[src/rtl/wb_port_arbiter_pkg.sv]
// Shared types for the register-file write-port arbiter.
// Holds the FIFO entry layout (lu2wb_t), the arbiter state encoding and the
// register-index width shared by the arbiter and its FIFO.
package wb_port_arbiter_pkg;

  localparam int RD_W   = 5;
  localparam int DATA_W = 64;

  // One long-latency result waiting for a write-back slot.
  typedef struct packed {
    logic [RD_W-1:0]   rd;
    logic [DATA_W-1:0] result;
  } lu2wb_t;

  typedef enum logic [1:0] {
    IDLE  = 2'd0,
    WAIT  = 2'd1,
    FORCE = 2'd2
  } wb_arb_state_e;

endpackage

[src/rtl/wb_port_arbiter_fifo.sv]
// Circular buffer of DEPTH long-latency results awaiting a write-back slot.
// Latency: a pushed entry is visible at head_o the cycle after the push edge.
// Backpressure: caller must not push when full nor pop when empty.
// Ports: push_i/push_dat_i enqueue, pop_i dequeues head_o; count_o is the
// occupancy; ent_rd_o/ent_vld_o expose every slot's rd for pending lookups.
module wb_port_arbiter_fifo
  import wb_port_arbiter_pkg::*;
#(
  parameter int DEPTH = 4
) (
  input  logic                        clk,
  input  logic                        rst,
  input  logic                        push_i,
  input  lu2wb_t                      push_dat_i,
  input  logic                        pop_i,
  output lu2wb_t                      head_o,
  output logic [$clog2(DEPTH):0]      count_o,
  output logic [DEPTH*RD_W-1:0]       ent_rd_o,
  output logic [DEPTH-1:0]            ent_vld_o
);

  localparam int AW = $clog2(DEPTH);

  lu2wb_t          mem_q [DEPTH];
  logic [AW-1:0]   wr_ptr_q;
  logic [AW-1:0]   rd_ptr_q;
  logic [AW:0]     count_q;
  logic [AW:0]     count_d;

  // Payload storage carries no reset; validity comes from count/pointers.
  always_ff @(posedge clk) begin
    if (push_i) begin
      mem_q[wr_ptr_q] <= push_dat_i;
    end
  end

  always_comb begin
    count_d = count_q;
    case ({push_i, pop_i})
      2'b10:   count_d = count_q + (AW+1)'(1);
      2'b01:   count_d = count_q - (AW+1)'(1);
      default: count_d = count_q;
    endcase
  end

  // DEPTH is a power of two, so the pointers wrap naturally.
  always_ff @(posedge clk or negedge rst) begin
    if (!rst) begin
      wr_ptr_q <= '0;
      rd_ptr_q <= '0;
      count_q  <= '0;
    end else begin
      if (push_i) wr_ptr_q <= wr_ptr_q + AW'(1);
      if (pop_i)  rd_ptr_q <= rd_ptr_q + AW'(1);
      count_q <= count_d;
    end
  end

  assign head_o  = mem_q[rd_ptr_q];
  assign count_o = count_q;

  // A slot is live when its distance from the read pointer is below count.
  always_comb begin
    logic [AW-1:0] off;
    off       = '0;
    ent_vld_o = '0;
    ent_rd_o  = '0;
    for (int i = 0; i < DEPTH; i++) begin
      off                       = AW'(i) - rd_ptr_q;
      ent_vld_o[i]              = ({1'b0, off} < count_q);
      ent_rd_o[i*RD_W +: RD_W]  = mem_q[i].rd;
    end
  end

endmodule

[src/rtl/wb_port_arbiter.sv]
// Shares the register-file write port between pipeline write-back and a
// long-latency result FIFO. Latency: pipe writes same cycle; FIFO head writes
// in the first free slot, at least 1 cycle after push. Backpressure: lu_ready
// drops when the FIFO is full; pipe is never stalled, stall_req asks for a
// bubble once the head has starved for STARVE_LIMIT cycles.
// Ports: pipe_* write-back request; lu_* result stream; rf_* write port;
// query_rd/query_hit pending-rd lookup; fifo_count occupancy.
module wb_port_arbiter
  import wb_port_arbiter_pkg::*;
#(
  parameter int DEPTH        = 4,
  parameter int STARVE_LIMIT = 8
) (
  input  logic                   clk,
  input  logic                   rst,
  input  logic                   pipe_rd_en,
  input  logic [4:0]             pipe_rd,
  input  logic [63:0]            pipe_result,
  input  logic                   lu_valid,
  output logic                   lu_ready,
  input  logic [4:0]             lu_rd,
  input  logic [63:0]            lu_result,
  output logic                   rf_we,
  output logic [4:0]             rf_waddr,
  output logic [63:0]            rf_wdata,
  output logic                   stall_req,
  input  logic [4:0]             query_rd,
  output logic                   query_hit,
  output logic [$clog2(DEPTH):0] fifo_count
);

  localparam int AW = $clog2(DEPTH);
  localparam int SW = $clog2(STARVE_LIMIT + 1);

  wb_arb_state_e         state_q, state_d;
  logic [SW-1:0]         wait_q, wait_d;

  logic                  busy;
  logic                  push;
  logic                  pop;
  logic                  drain_wr;
  logic                  left_nonempty;
  lu2wb_t                push_dat;
  lu2wb_t                head;
  logic [AW:0]           count;
  logic [DEPTH*RD_W-1:0] ent_rd;
  logic [DEPTH-1:0]      ent_vld;

  // rd=0 is a no-op write; holding reset also blocks any write-back.
  assign busy     = rst && pipe_rd_en && (pipe_rd != '0);
  assign lu_ready = (count != (AW+1)'(DEPTH));
  assign push     = lu_valid && lu_ready;
  assign pop      = !busy && (count != '0);
  // Entries for rd=0 are popped silently.
  assign drain_wr = pop && (head.rd != '0);
  // Only meaningful when popping (count >= 1).
  assign left_nonempty = (count != (AW+1)'(1)) || push;

  assign push_dat.rd     = lu_rd;
  assign push_dat.result = lu_result;

  wb_port_arbiter_fifo #(
    .DEPTH (DEPTH)
  ) u_fifo (
    .clk        (clk),
    .rst        (rst),
    .push_i     (push),
    .push_dat_i (push_dat),
    .pop_i      (pop),
    .head_o     (head),
    .count_o    (count),
    .ent_rd_o   (ent_rd),
    .ent_vld_o  (ent_vld)
  );

  always_comb begin
    rf_we    = 1'b0;
    rf_waddr = '0;
    rf_wdata = '0;
    if (busy) begin
      rf_we    = 1'b1;
      rf_waddr = pipe_rd;
      rf_wdata = pipe_result;
    end else if (drain_wr) begin
      rf_we    = 1'b1;
      rf_waddr = head.rd;
      rf_wdata = head.result;
    end
  end

  always_comb begin
    query_hit = 1'b0;
    for (int i = 0; i < DEPTH; i++) begin
      if (ent_vld[i] && (ent_rd[i*RD_W +: RD_W] == query_rd) && (query_rd != '0)) begin
        query_hit = 1'b1;
      end
    end
  end

  // Starvation FSM: wait_q counts cycles the head has been passed over.
  always_comb begin
    state_d = state_q;
    wait_d  = wait_q;
    case (state_q)
      IDLE: begin
        if (push) begin
          state_d = WAIT;
          wait_d  = '0;
        end
      end
      WAIT: begin
        if (pop) begin
          wait_d  = '0;
          state_d = left_nonempty ? WAIT : IDLE;
        end else begin
          if (wait_q != SW'(STARVE_LIMIT)) wait_d = wait_q + SW'(1);
          if (wait_d == SW'(STARVE_LIMIT)) state_d = FORCE;
        end
      end
      FORCE: begin
        if (pop) begin
          wait_d  = '0;
          state_d = left_nonempty ? WAIT : IDLE;
        end
      end
      default: begin
        state_d = IDLE;
        wait_d  = '0;
      end
    endcase
  end

  always_ff @(posedge clk or negedge rst) begin
    if (!rst) begin
      state_q <= IDLE;
      wait_q  <= '0;
    end else begin
      state_q <= state_d;
      wait_q  <= wait_d;
    end
  end

  assign stall_req  = (state_q == FORCE);
  assign fifo_count = count;

endmodule
[config.mk]
export PLATFORM = sky130hd
export DESIGN_NAME = wb_port_arbiter
export DESIGN_NICKNAME = d
export VERILOG_FILES = /design/src/rtl/wb_port_arbiter_pkg.sv /design/src/rtl/wb_port_arbiter_fifo.sv /design/src/rtl/wb_port_arbiter.sv
export SDC_FILE = /design/constraint.sdc
export NUM_CORES = 1
export LEC_CHECK = 0
export CORE_MARGIN = 2
export CORE_UTILIZATION = 47
export DETAILED_ROUTE_END_ITERATION = 10
export PLACE_DENSITY_LB_ADDON = 0.3
export SLEW_MARGIN = 20
export SYNTH_ARGS = -nofsm -noshare
export SYNTH_HDL_FRONTEND = slang
export SYNTH_SLANG_ARGS = --single-unit
[constraint.sdc]
create_clock -name clk -period 3.1 [get_ports clk]
set_clock_uncertainty 0.1 [all_clocks]
set_input_delay 0.465 -clock clk [delete_from_list [all_inputs] [get_ports clk]]
set_output_delay 0.465 -clock clk [all_outputs]
set_load 0.01 [all_outputs]
# Word level (Yosys, flattened, before mapping)
# Memories as Yosys holds them, arrays and structs flattened.
# Index checks and enable logic that the tools add are counted.
[op_classes]
order_cmp = 4
reduce_logical = 23
eq_ne = 15
addsub = 9
muxes = 26
[op_table]
columns = ["operator", "count"]
rows = [
  ["64-bit 2-to-1 mux", 2],
  ["4-bit 2-to-1 mux", 6],
  ["5-bit equality test", 4],
  ["5-bit nonzero test", 3],
  ["1-bit logical AND", 13],
  ["2-bit by 3-bit less-than comparator with 1-bit output", 4],
  ["4-bit case mux with 3 select lines", 1],
  ["5-bit 2-to-1 mux", 2],
  ["1-bit 2-to-1 mux", 9],
  ["2-bit 2-to-1 mux", 4],
  ["3-bit != test (second input constant)", 2],
  ["2-bit case mux with 3 select lines", 1],
  ["3-bit case mux with 2 select lines", 1],
  ["2-bit by 1-bit adder with 2-bit output (second input constant)", 2],
  ["4-bit by 1-bit adder with 4-bit output (second input constant)", 1],
  ["2-bit by 1-bit equality test with 1-bit output (second input constant)", 2],
  ["2-bit equality test (second input constant)", 2],
  ["4-bit equality test (second input constant)", 1],
  ["4-bit != test (second input constant)", 1],
  ["1-bit by 2-bit subtractor with 2-bit output (first input constant)", 2],
  ["2-bit subtractor (first input constant)", 2],
  ["3-bit by 1-bit adder with 3-bit output (second input constant)", 1],
  ["3-bit by 1-bit != test with 1-bit output (second input constant)", 1],
  ["3-bit AND reduction", 1],
  ["9 further kinds", 9],
]
[word_totals]
in_bits = 147
out_inout_bits = 76
ramBits = 276
regBits = 13
wordCells = 83
memories = 1
[mem_list]
columns = ["memory", "words", "word_bits", "read_ports", "rd_ports_with_merged_regs", "write_ports", "line_no", "text"]
rows = [
  ["u_fifo.mem_q", 4, 69, 5, 0, 1, "wb_port_arbiter_fifo.sv:24", "lu2wb_t mem_q [DEPTH];"],
]

# Logic depth before layout (Yosys ltp)
# Gate-level depths: netlist of the first run.
[logic_depth]
depth_word = 10
ltp_mapped = 9
mapped_depth_nobuf = 9

# By module
# A second synthesis of the first run with hierarchy kept.
[unflattened]
hier_cells = 612
hier_area_um2 = 12074.1
[modules_own_cells]
columns = ["module", "cells_per_inst", "instances", "seq_area_each_um2", "area_each_um2"]
rows = [
  ["wb_port_arbiter_fifo", 433, 1, 8463.1, 10618.9],
  ["wb_port_arbiter", 179, 1, 150.1, 1455.1],
]

# Least setup slack after synthesis of the first run
# Ideal clock, no wire load.
[synth_timing]
path_kind = "reg2reg"
startpoint = "register u_fifo.count_q[0] (netlist: u_fifo.count_o[0])"
endpoint = "memory u_fifo.mem_q[1][0] (netlist bit) (enable)"
setup_time_ps = 435
n_path_buf = 0
synth_period_minus_slack_ps = 3166
required_time_ps = 2565
t_arrival_ps = 2631
path_stages_with_launch = 5
setup_slack_ps = -66
cell_sequence = "dfrtp_1 > inv_1 > ha_1 > nand2_1 > and3_1"
[synth_between]
elab_chain_cells = 4
[synth_lines]
columns = ["element", "line_no", "text"]
rows = [
  ["from (decl)", "wb_port_arbiter_fifo.sv:27", "logic [AW:0] count_q;"],
  ["from (signal assigned)", "wb_port_arbiter_fifo.sv:55", "count_q <= count_d;"],
  ["3-bit != test", "wb_port_arbiter.sv:51", "assign lu_ready = (count != (AW+1)'(DEPTH));"],
  ["named net lu_ready", "wb_port_arbiter.sv:20", "output logic lu_ready,"],
  ["1-bit logical AND", "wb_port_arbiter.sv:52", "assign push = lu_valid && lu_ready;"],
  ["1-bit 2-to-1 mux", "wb_port_arbiter_fifo.sv:32", "if (push_i) begin"],
  ["1-bit 2-to-1 mux (implied by the code)", "wb_port_arbiter_fifo.sv:33", "mem_q[wr_ptr_q] <= push_dat_i;"],
  ["to (decl)", "wb_port_arbiter_fifo.sv:24", ""],
]
# The timed path passes the listed nets, and every way through them passes these cells.

# Worst setup path after layout of the first run
[layout_timing]
startpoint = "register u_fifo.rd_ptr_q[0]"
endpoint = "output rf_wdata[49]"
[layout_between]
elab_chain_cells = 5
[layout_lines]
columns = ["element", "line_no", "text"]
rows = [
  ["from (decl)", "wb_port_arbiter_fifo.sv:26", "logic [AW-1:0] rd_ptr_q;"],
  ["from (signal assigned)", "wb_port_arbiter_fifo.sv:54", "if (pop_i) rd_ptr_q <= rd_ptr_q + AW'(1);"],
  ["memory read 4 x 69 bit *", "n/a", ""],
  ["5-bit nonzero test", "wb_port_arbiter.sv:55", "assign drain_wr = pop && (head.rd != '0);"],
  ["1-bit logical AND", "wb_port_arbiter.sv:55", ""],
  ["64-bit 2-to-1 mux *", "wb_port_arbiter.sv:84", "end else if (drain_wr) begin"],
  ["64-bit 2-to-1 mux *", "wb_port_arbiter.sv:80", "if (busy) begin"],
  ["to (decl)", "wb_port_arbiter.sv:25", "output logic [63:0] rf_wdata,"],
]
# Mark *: on every way between the ends. The rest lies on a longest branch, timed or not.

==> flow_summary.toml, run 1 <==
[global_route]
antenna_found_initial = 2
grt_overflow = 0
grt_max_degree = 70
grt_pass1_wl_mm = 39.46
grt_pass1_vias = 7302
groute.usage.overall = 0.1924

[cts]
cts_tree = "done"
clock_latency_ps = 520
cts_sinks = 289
cts_buffer_depth = 3
htreeDepth = 1
numCtsBuffers = 29
postCtsHoldBufs = 0
cts-root-buf = "clkbuf_16"
clk_pin_slew_ps = 60

[cells_and_area]
syn_to_final_growth_pct = 30.79
layout_common_cells = "edfxtp_1, clkdlybuf4s50_1, mux4_2, a22o_1, buf_2"
final_cells = 1208
drive_gt1_frac = 0.2763
mostFrequentLayoutCell = "edfxtp_1"
fin_nets = 1016

[routing]
ant_nets = 0
drc_errors = 0
routedWlPerCell_um = 20.97
vias = 6660
dr.pass1.iters = 5
wl_mm = 25.33
first_iter_violations = 411
avgViaCountPerCell = 5.513

[sta]
fin_crit_ps = 3487
rsz0062_at_grt = "true"
slew_viol_final = 0
hold_viol = 0
timing.final.crit_share = 1.125
setup_viol = 65
finalWorstSetupSlack_ps = -386.8
max-slew-margin-rel = 0.5853
worstMarginPinSlew_ps = 622.1
fmax_ghz = 0.2868

[outcome]
violations = "setup timing"
status = "finished, violations left"

[power_and_ir_drop]
p_per_area_nw_per_um2 = 888.5
p_leak_nw = 5.517
ir_worst_vdd_mv = 0.4742

[die]
io_pins = 223
core_area_sq_um = 24960
die_x_um = 163.0
die_h_um = 163.0
dieArea_sq_um = 26570
rows = 58
initial_core_util = 0.4759

[yosys]
synthCells = 591
synthesis.nets = 753
syn_area_sq_um = 11880
synthFlopType = "edfxtp_1"
ys_warn_count = 0
syn_avg_cell_area_sq_um = 20.10
synth-edff-count = 276
yosysSeqAreaShare = 0.7249
netlist.top_cell.by_area = "edfxtp_1"
synth_top_area_frac = 0.6976
synth-seq-cells = 289
async_reset_ff_frac = 0.04498
netlist_top_cells_area = "edfxtp_1, mux4_2, a22o_1"
synth_cell_types = 43

[setup_path]
path_class = "reg -> out"
required_ps = 2530
start_kind = "flop"
endpoint_kind = "output port"
worst_path_max_delay_cell = "mux4_2"
crit_fanout = 44
critPathMaxStageDelay_ps = 560
crit_arrival_ps = 2920
cp_cell_sequence = "mux4_2 -> or4_4 -> o21a_4 -> buf_12 -> a22o_1 -> buf_2"

[job]
maxCapViolCount = 0

[place]
hpwl_mm = 16.09
numPortBuffers = 222
globalplace.congestion = 0.8658
dp.cells = 1146
pre_cts_slack_ps = -331.8

[hold_path]
hp-class = "in -> async"
[critical path, delay by kind of cell, from the launching register on]
kind / cells / cell delay, ps
mux: 1 / 560
simple gates: 1 / 560
flops: 1 / 480
compound gates: 2 / 450
buf+inv: 2 / 300
[cell type report]
| cell class | count | area (sq um) |
|---|---|---|
| fill | 1835 | 9424 |
| sequential | 289 | 8621 |
| multi-input combinational | 251 | 3109 |
| timing repair buffer | 269 | 2382 |
| clock buffer | 34 | 754.5 |
| tap | 330 | 412.9 |
| clock inverter | 19 | 202.7 |
| inverter | 14 | 52.55 |
| antenna | 2 | 5.005 |
[final timing paths]
path                               startpoint                   to  slack [ps]  cells past startpoint
setup / recovery           u_fifo.rd_ptr_q[0]         rf_wdata[49]        -390                      6
hold / removal                            rst   u_fifo.rd_ptr_q[0]         240                      2
setup reg to reg            u_fifo.count_o[0]    u_fifo.count_o[2]         930                     10
hold reg to reg                    state_q[1]           state_q[0]         460                      1
max in group asynchronous                 rst   u_fifo.rd_ptr_q[1]        2480                      2
min in group clk                lu_result[62]  u_fifo.mem_q[1][62]         460                      1
[state kept, by name (all words and copies together) (netlist names)]
| signal | cells |
|---|---|
| state_q | 2 |
| u_fifo.count_o | 3 |
| u_fifo.mem_q | 276 |
| u_fifo.rd_ptr_q | 2 |
| u_fifo.wr_ptr_q | 2 |
| wait_q | 4 |
[stage by stage]
stage	TNS [ps]	area, sq um	utilization	hold slack [ps]	power (mW)
floorplan	0	11890	-	69.41	8.434
global placement	-13250	14730	0.5901	427.1	10.53
detailed placement	-18830	14730	0.5901	471.0	10.69
CTS	-28590	15600	0.6250	204.5	13.99
global route	-27980	15530	0.6223	232.2	14.52
finish	-22100	15540	0.6225	238.1	13.81
[cells in the mapped netlist (2+ instances only)]
cell type / count
a21o_1: 2
nand4_1: 2
o211a_1: 2
nor2b_1: 3
and3_1: 4
edfxtp_1: 276
a221oi_1: 2
clkbuf_1: 23
buf_2: 2
a211oi_1: 3
xnor2_1: 15
nor2_1: 8
o21ai_0: 3
buf_1: 5
inv_1: 14
mux4_2: 69
or4_1: 2
xor2_1: 14
a22o_1: 69
buf_6: 6
nand2b_1: 2
a21oi_1: 9
nor4_1: 2
dfrtp_1: 13
nand2_1: 8
o2bb2ai_1: 2
ha_1: 15
[repair_timing]
item / CTS / global route
buffers inserted: 7 / 2
pin swaps: 6 / 8
hold endpoints to repair: 0 / 0
resized for setup: 225 / 46
setup endpoints to repair: 71 / 70
cloned: 1 / 0
[cell families after synthesis]
logic type,Yosys count,share of synthesized area
XOR/XNOR,29,0.02138
AND/OR/NAND/NOR,39,0.01780
multiplexers,70,0.1316
adder cells (fa/ha/maj),15,0.01580
flip-flops,289,0.7249
buffers and inverters,51,0.02043
AO/OA/AOI/OAI,98,0.06803
[report_power, final]
| group | switching [mW] | internal [mW] |
|---|---|---|
| Combinational | 2.47 | 2.51 |
| Clock | 1.37 | 2.07 |
| Sequential | 0.243 | 5.14 |
[layer usage]
metal  vias to the layer above  track usage  routed length (um)
li1                       3001            -                   -
met4                         0      0.04706                 379
met2                       218       0.3369               13150
met1                      3412       0.2470               10060
met5                         -            0                   0
met3                        29      0.04100                1739
(Power assumes the default switching activity.)
==> run 2: changes to the inputs <==
Settings changed: CORE_MARGIN 2 to 1.
==> run 2 against run 1 <==
Effect of this change:
- the flow still finishes with violations (setup timing)
- global-route usage grew 1.1 points
- core utilization grew 1.8 points
- die area shrank 2.4%
- combinational power grew 4.6%
- critical path depth is the same
- hold slack lost 28 ps
- non-clock buffer count grew 11
- via count grew 1.3%
- fmax grew 0.34%
- largest cell class unchanged
- clock power grew 1%
- wire length grew 2.0%
- critical path type unchanged
- total power grew 2.0%
- largest power group unchanged
- highest routed layer unchanged
==> flow_summary.toml, run 2 (synthesis results as in run 1) <==
[global_route]
grt_overflow = 0
groute.usage.overall = 0.2032
grt_pass1_wl_mm = 40.20
antenna_found_initial = 0
grt_max_degree = 44
grt_pass1_vias = 7286

[power_and_ir_drop]
pwr-share-seq = 0.383
p_total_mw = 14.08
p_per_area_nw_per_um2 = 895.9
p_leak_nw = 5.658
p_sw_frac = 0.2972
p_clk_frac = 0.248
power.switching_mw = 4.186
p_int_mw = 9.898
p_comb_frac = 0.370
ir_worst_vdd_mv = 0.5563

[sta]
timing.final.crit_share = 1.121
finalWorstSetupSlack_ps = -375.0
worstMarginPinSlew_ps = 630.2
fmax_ghz = 0.2878
setup_viol = 66
slew_viol_final = 0
fin_worst_hold_slack_ps = 210.6
setup-tns-final_ps = -21650
rsz0062_at_grt = "true"
hold_viol = 0
max-slew-margin-rel = 0.5773
fin_crit_ps = 3475

[die]
dieArea_sq_um = 25920
io_pins = 223
initial_core_util = 0.4843
die_x_um = 161.0
rows = 57
core_area_sq_um = 24530
die_h_um = 161.0

[cts]
htreeDepth = 1
clk_pin_slew_ps = 60
clock_latency_ps = 530
postCtsHoldBufs = 0
cts_sinks = 289
cts_buffer_depth = 3
numCtsBuffers = 29
cts-root-buf = "clkbuf_16"
cts_tree = "done"

[setup_path]
worst_r2r_path_depth = 8
r2r-start = "u_fifo.count_o[1]"
required_ps = 2530
ff2ff_setup_slack_ps = 700
crit_fanout = 34
start_kind = "flop"
crit_arrival_ps = 2910
endpoint_kind = "output port"
reg2reg_to = "wait_q[3]"
path_class = "reg -> out"

[place]
numPortBuffers = 222
hpwl_mm = 16.55
globalplace.congestion = 0.8251
pre_cts_slack_ps = -272.9

[cells_and_area]
regMostFlops = "u_fifo.mem_q"
largest_reg_flops = 276
layout_common_cells = "edfxtp_1, clkdlybuf4s50_1, mux4_2, a22o_1, buf_2"
fin_nets = 1027
syn_to_final_growth_pct = 32.31
num_antenna_cells = 0
mostFrequentLayoutCell = "edfxtp_1"
final_util = 0.6408
drive_gt1_frac = 0.2909

[routing]
vias = 6747
wl_mm = 25.84
dr.pass1.iters = 4
routedWlPerCell_um = 21.34
avgViaCountPerCell = 5.571
first_iter_violations = 297
ant_nets = 0
drc_errors = 0

[hold_path]
hp-class = "in -> async"

[job]
maxCapViolCount = 0

[outcome]
status = "finished, violations left"
violations = "setup timing"
## run 2: layout make-up
cell class | count | area (sq um)
flip-flops and latches | 289 | 8621
inverters | 14 | 55.05
repair buffers | 280 | 2539
fillers | 1729 | 8813
well taps | 324 | 405.4
multi-input cells | 251 | 3132
clock buffers | 29 | 725.7
clock inverters | 24 | 242.7
## run 2: timing repair
| item | 4_1_cts | 5_1_grt |
|---|---|---|
| gates resized for setup | 282 | 18 |
| setup endpoints to repair | 71 | 70 |
| pin swaps | 3 | 5 |
| buffers inserted | 6 | 6 |
| hold endpoints to repair | 0 | 0 |
| cloned | 1 | 0 |
## run 2: critical path: stages (launching register included)
cell and delay (ps):
dfrtp_4 480, mux4_2 560, or4_4 530, o21a_4 240
buf_12 170, a22o_1 220, buf_2 140
## run 2: worst max-delay path by stage
stage | from | end | slack (ps)
final | u_fifo.rd_ptr_q[0] | rf_wdata[59] | -370
after global routing | u_fifo.rd_ptr_q[0] | rf_wdata[4] | -460
after CTS | u_fifo.rd_ptr_q[0] | rf_we | -450
after detailed placement | pipe_rd[4] | rf_wdata[24] | -270
after global placement | pipe_rd[4] | rf_wdata[17] | -240
after floorplan | u_fifo.rd_ptr_q[0] | query_hit | 190
## run 2: through the flow
| stage | area [sq um] | instances |
|---|---|---|
| after floorplan | 11890 | 591 |
| after global placement | 14810 | 1145 |
| after detailed placement | 14810 | 1145 |
| after CTS | 15610 | 1205 |
| after global routing | 15720 | 1211 |
| final | 15720 | 1211 |
## run 2: metal layers
| metal | part of all wire | track usage | vias up |
|---|---|---|---|
| li1 | - | - | 3024 |
| met1 | 0.40 | 0.2551 | 3446 |
| met2 | 0.52 | 0.3568 | 228 |
| met3 | 0.056 | 0.03826 | 49 |
| met4 | 0.025 | 0.06561 | 0 |
| met5 | 0 | 0 | - |
## run 2: power by group through the flow
stage / combinational (mW) / clock [mW] / sequential [mW]
4_1_cts: 5.13 / 3.57 / 5.39
5_1_grt: 5.62 / 3.73 / 5.45
6_report: 5.21 / 3.49 / 5.39
3_3_place_gp: 5.15 / 0 / 5.41
2_1_floorplan: 3.05 / 0 / 5.39
3_5_place_dp: 5.27 / 0 / 5.47
==> run 3: changes to the inputs <==
Settings changed: SKIP_CTS_REPAIR_TIMING set to 1.
==> run 3 against run 2 <==
Effect of this change:
- the run still ends with setup timing left
- clock power hardly changed
- highest routed layer unchanged
- critical path depth stayed put
- largest power group unchanged
- critical path type unchanged
- core utilization is 0.077 points higher
==> flow_summary.toml, run 3 (synthesis results as in run 1) <==
[global_route]
antenna_found_initial = 0
grt_overflow = 0
grt_pass1_vias = 7220
grt_max_degree = 44
grt_pass1_wl_mm = 39.63
groute.usage.overall = 0.2002

[sta]
finalWorstSetupSlack_ps = -397.5
max-slew-margin-rel = 0.5883
worstMarginPinSlew_ps = 613.8
fin_crit_ps = 3498
timing.final.crit_share = 1.128
rsz0062_at_grt = "true"
setup_viol = 66
fmax_ghz = 0.2859
slew_viol_final = 0
hold_viol = 0

[cts]
cts_tree = "done"
htreeDepth = 1
numCtsBuffers = 29
cts-root-buf = "clkbuf_16"
cts_buffer_depth = 3
cts_sinks = 289
clock_latency_ps = 530
clk_pin_slew_ps = 60

[routing]
wirelength_met1_mm = 10.07
first_iter_violations = 326
drc_errors = 0
dr.pass1.iters = 4
wl_mm = 26.05
routedWlPerCell_um = 21.55
ant_nets = 0
top_layer_used = "met4"
dr_wl_met2_mm = 13.67
vias = 6724
wl_met3_mm = 1.672
avgViaCountPerCell = 5.562

[power_and_ir_drop]
pwr-share-seq = 0.381
p_leak_nw = 5.656
p_comb_frac = 0.372
p_int_mw = 9.905
p_total_mw = 14.15
ir_worst_vdd_mv = 0.5563
p_sw_frac = 0.3001
power.switching_mw = 4.246
p_clk_frac = 0.247
p_per_area_nw_per_um2 = 899.1

[cells_and_area]
largest_reg_flops = 276
drive_gt1_frac = 0.2904
mostFrequentLayoutCell = "edfxtp_1"
regMostFlops = "u_fifo.mem_q"
layout_common_cells = "edfxtp_1, clkdlybuf4s50_1, mux4_2, a22o_1, clkbuf_2"
num_antenna_cells = 0
fin_nets = 1025
syn_to_final_growth_pct = 32.47
final_util = 0.6415

[place]
hpwl_mm = 16.55
pre_cts_slack_ps = -272.9
numPortBuffers = 222
globalplace.congestion = 0.8251

[setup_path]
required_ps = 2530
crit_fanout = 34
path_class = "reg -> out"
critPathMaxStageDelay_ps = 550
worst_path_max_delay_cell = "or4_4"
endpoint_kind = "output port"
worst-path-buf-inv = 2
start_kind = "flop"
ff2ff_setup_slack_ps = 720
crit_arrival_ps = 2930
path_delay_family = "simple AND/OR/NAND/NOR gates"
cp_cell_sequence = "mux4_2 -> or4_4 -> o21a_4 -> buf_12 -> or2_2 -> clkbuf_2"

[outcome]
violations = "setup timing"
status = "finished, violations left"

[die]
die_h_um = 161.0
die_x_um = 161.0
core_area_sq_um = 24530
rows = 57
io_pins = 223
initial_core_util = 0.4843
dieArea_sq_um = 25920

[job]
maxCapViolCount = 0

[hold_path]
hp-class = "in -> async"
==> run 3: stage by stage <==
step	hold WS, ps	cells	cell area (sq um)	setup TNS [ps]
detailed placement	453.0	1145	14810	-15200
floorplan	69.41	591	11890	0
CTS	178.4	1198	15780	-49680
global placement	425.0	1145	14810	-14700
finish	199.7	1209	15740	-20940
global route	198.8	1209	15740	-27140
==> run 3: area by class of cell <==
type	count	area [sq um]
clock buffers	29	725.7
clock inverters	24	242.7
fillers	1730	8795
inverters	14	57.56
multi-input cells	251	3138
flip-flops and latches	289	8622
well taps	324	405.4
repair buffers	278	2547
==> run 3: worst paths after layout <==
path,from,end,cells past startpoint
worst max-delay path,u_fifo.rd_ptr_q[0],rf_we,6
worst max register to register,u_fifo.count_o[1],wait_q[3],8
worst min register to register,state_q[1],state_q[0],1
max in group asynchronous,rst,u_fifo.rd_ptr_q[0],2
worst min-delay path,rst,u_fifo.count_o[2],2
min in group clk,lu_rd[0],u_fifo.mem_q[1][64],1
==> run 3: worst register-to-register path, stage by stage, from the launching register on <==
cell       delay (ps)
dfrtp_2           450
inv_4             130
ha_1              190
nor2b_1           280
a211oi_2          100
buf_6             140
buf_4             160
a211oi_1          560
o2bb2ai_1         190
==> run 3: power groups by stage <==
stage | combinational (mW) | clock [mW] | sequential, mW
final | 5.26 | 3.49 | 5.39
after global routing | 5.67 | 3.73 | 5.46
after CTS | 5.32 | 3.57 | 5.39
after detailed placement | 5.27 | 0 | 5.47
after global placement | 5.15 | 0 | 5.41
after floorplan | 3.05 | 0 | 5.39
==> run 3: routing by layer <==
layer | track usage | up-vias
met5 | 0 | -
met4 | 0.06732 | 0
met3 | 0.03775 | 48
met2 | 0.3493 | 248
met1 | 0.2520 | 3410
li1 | - | 3018
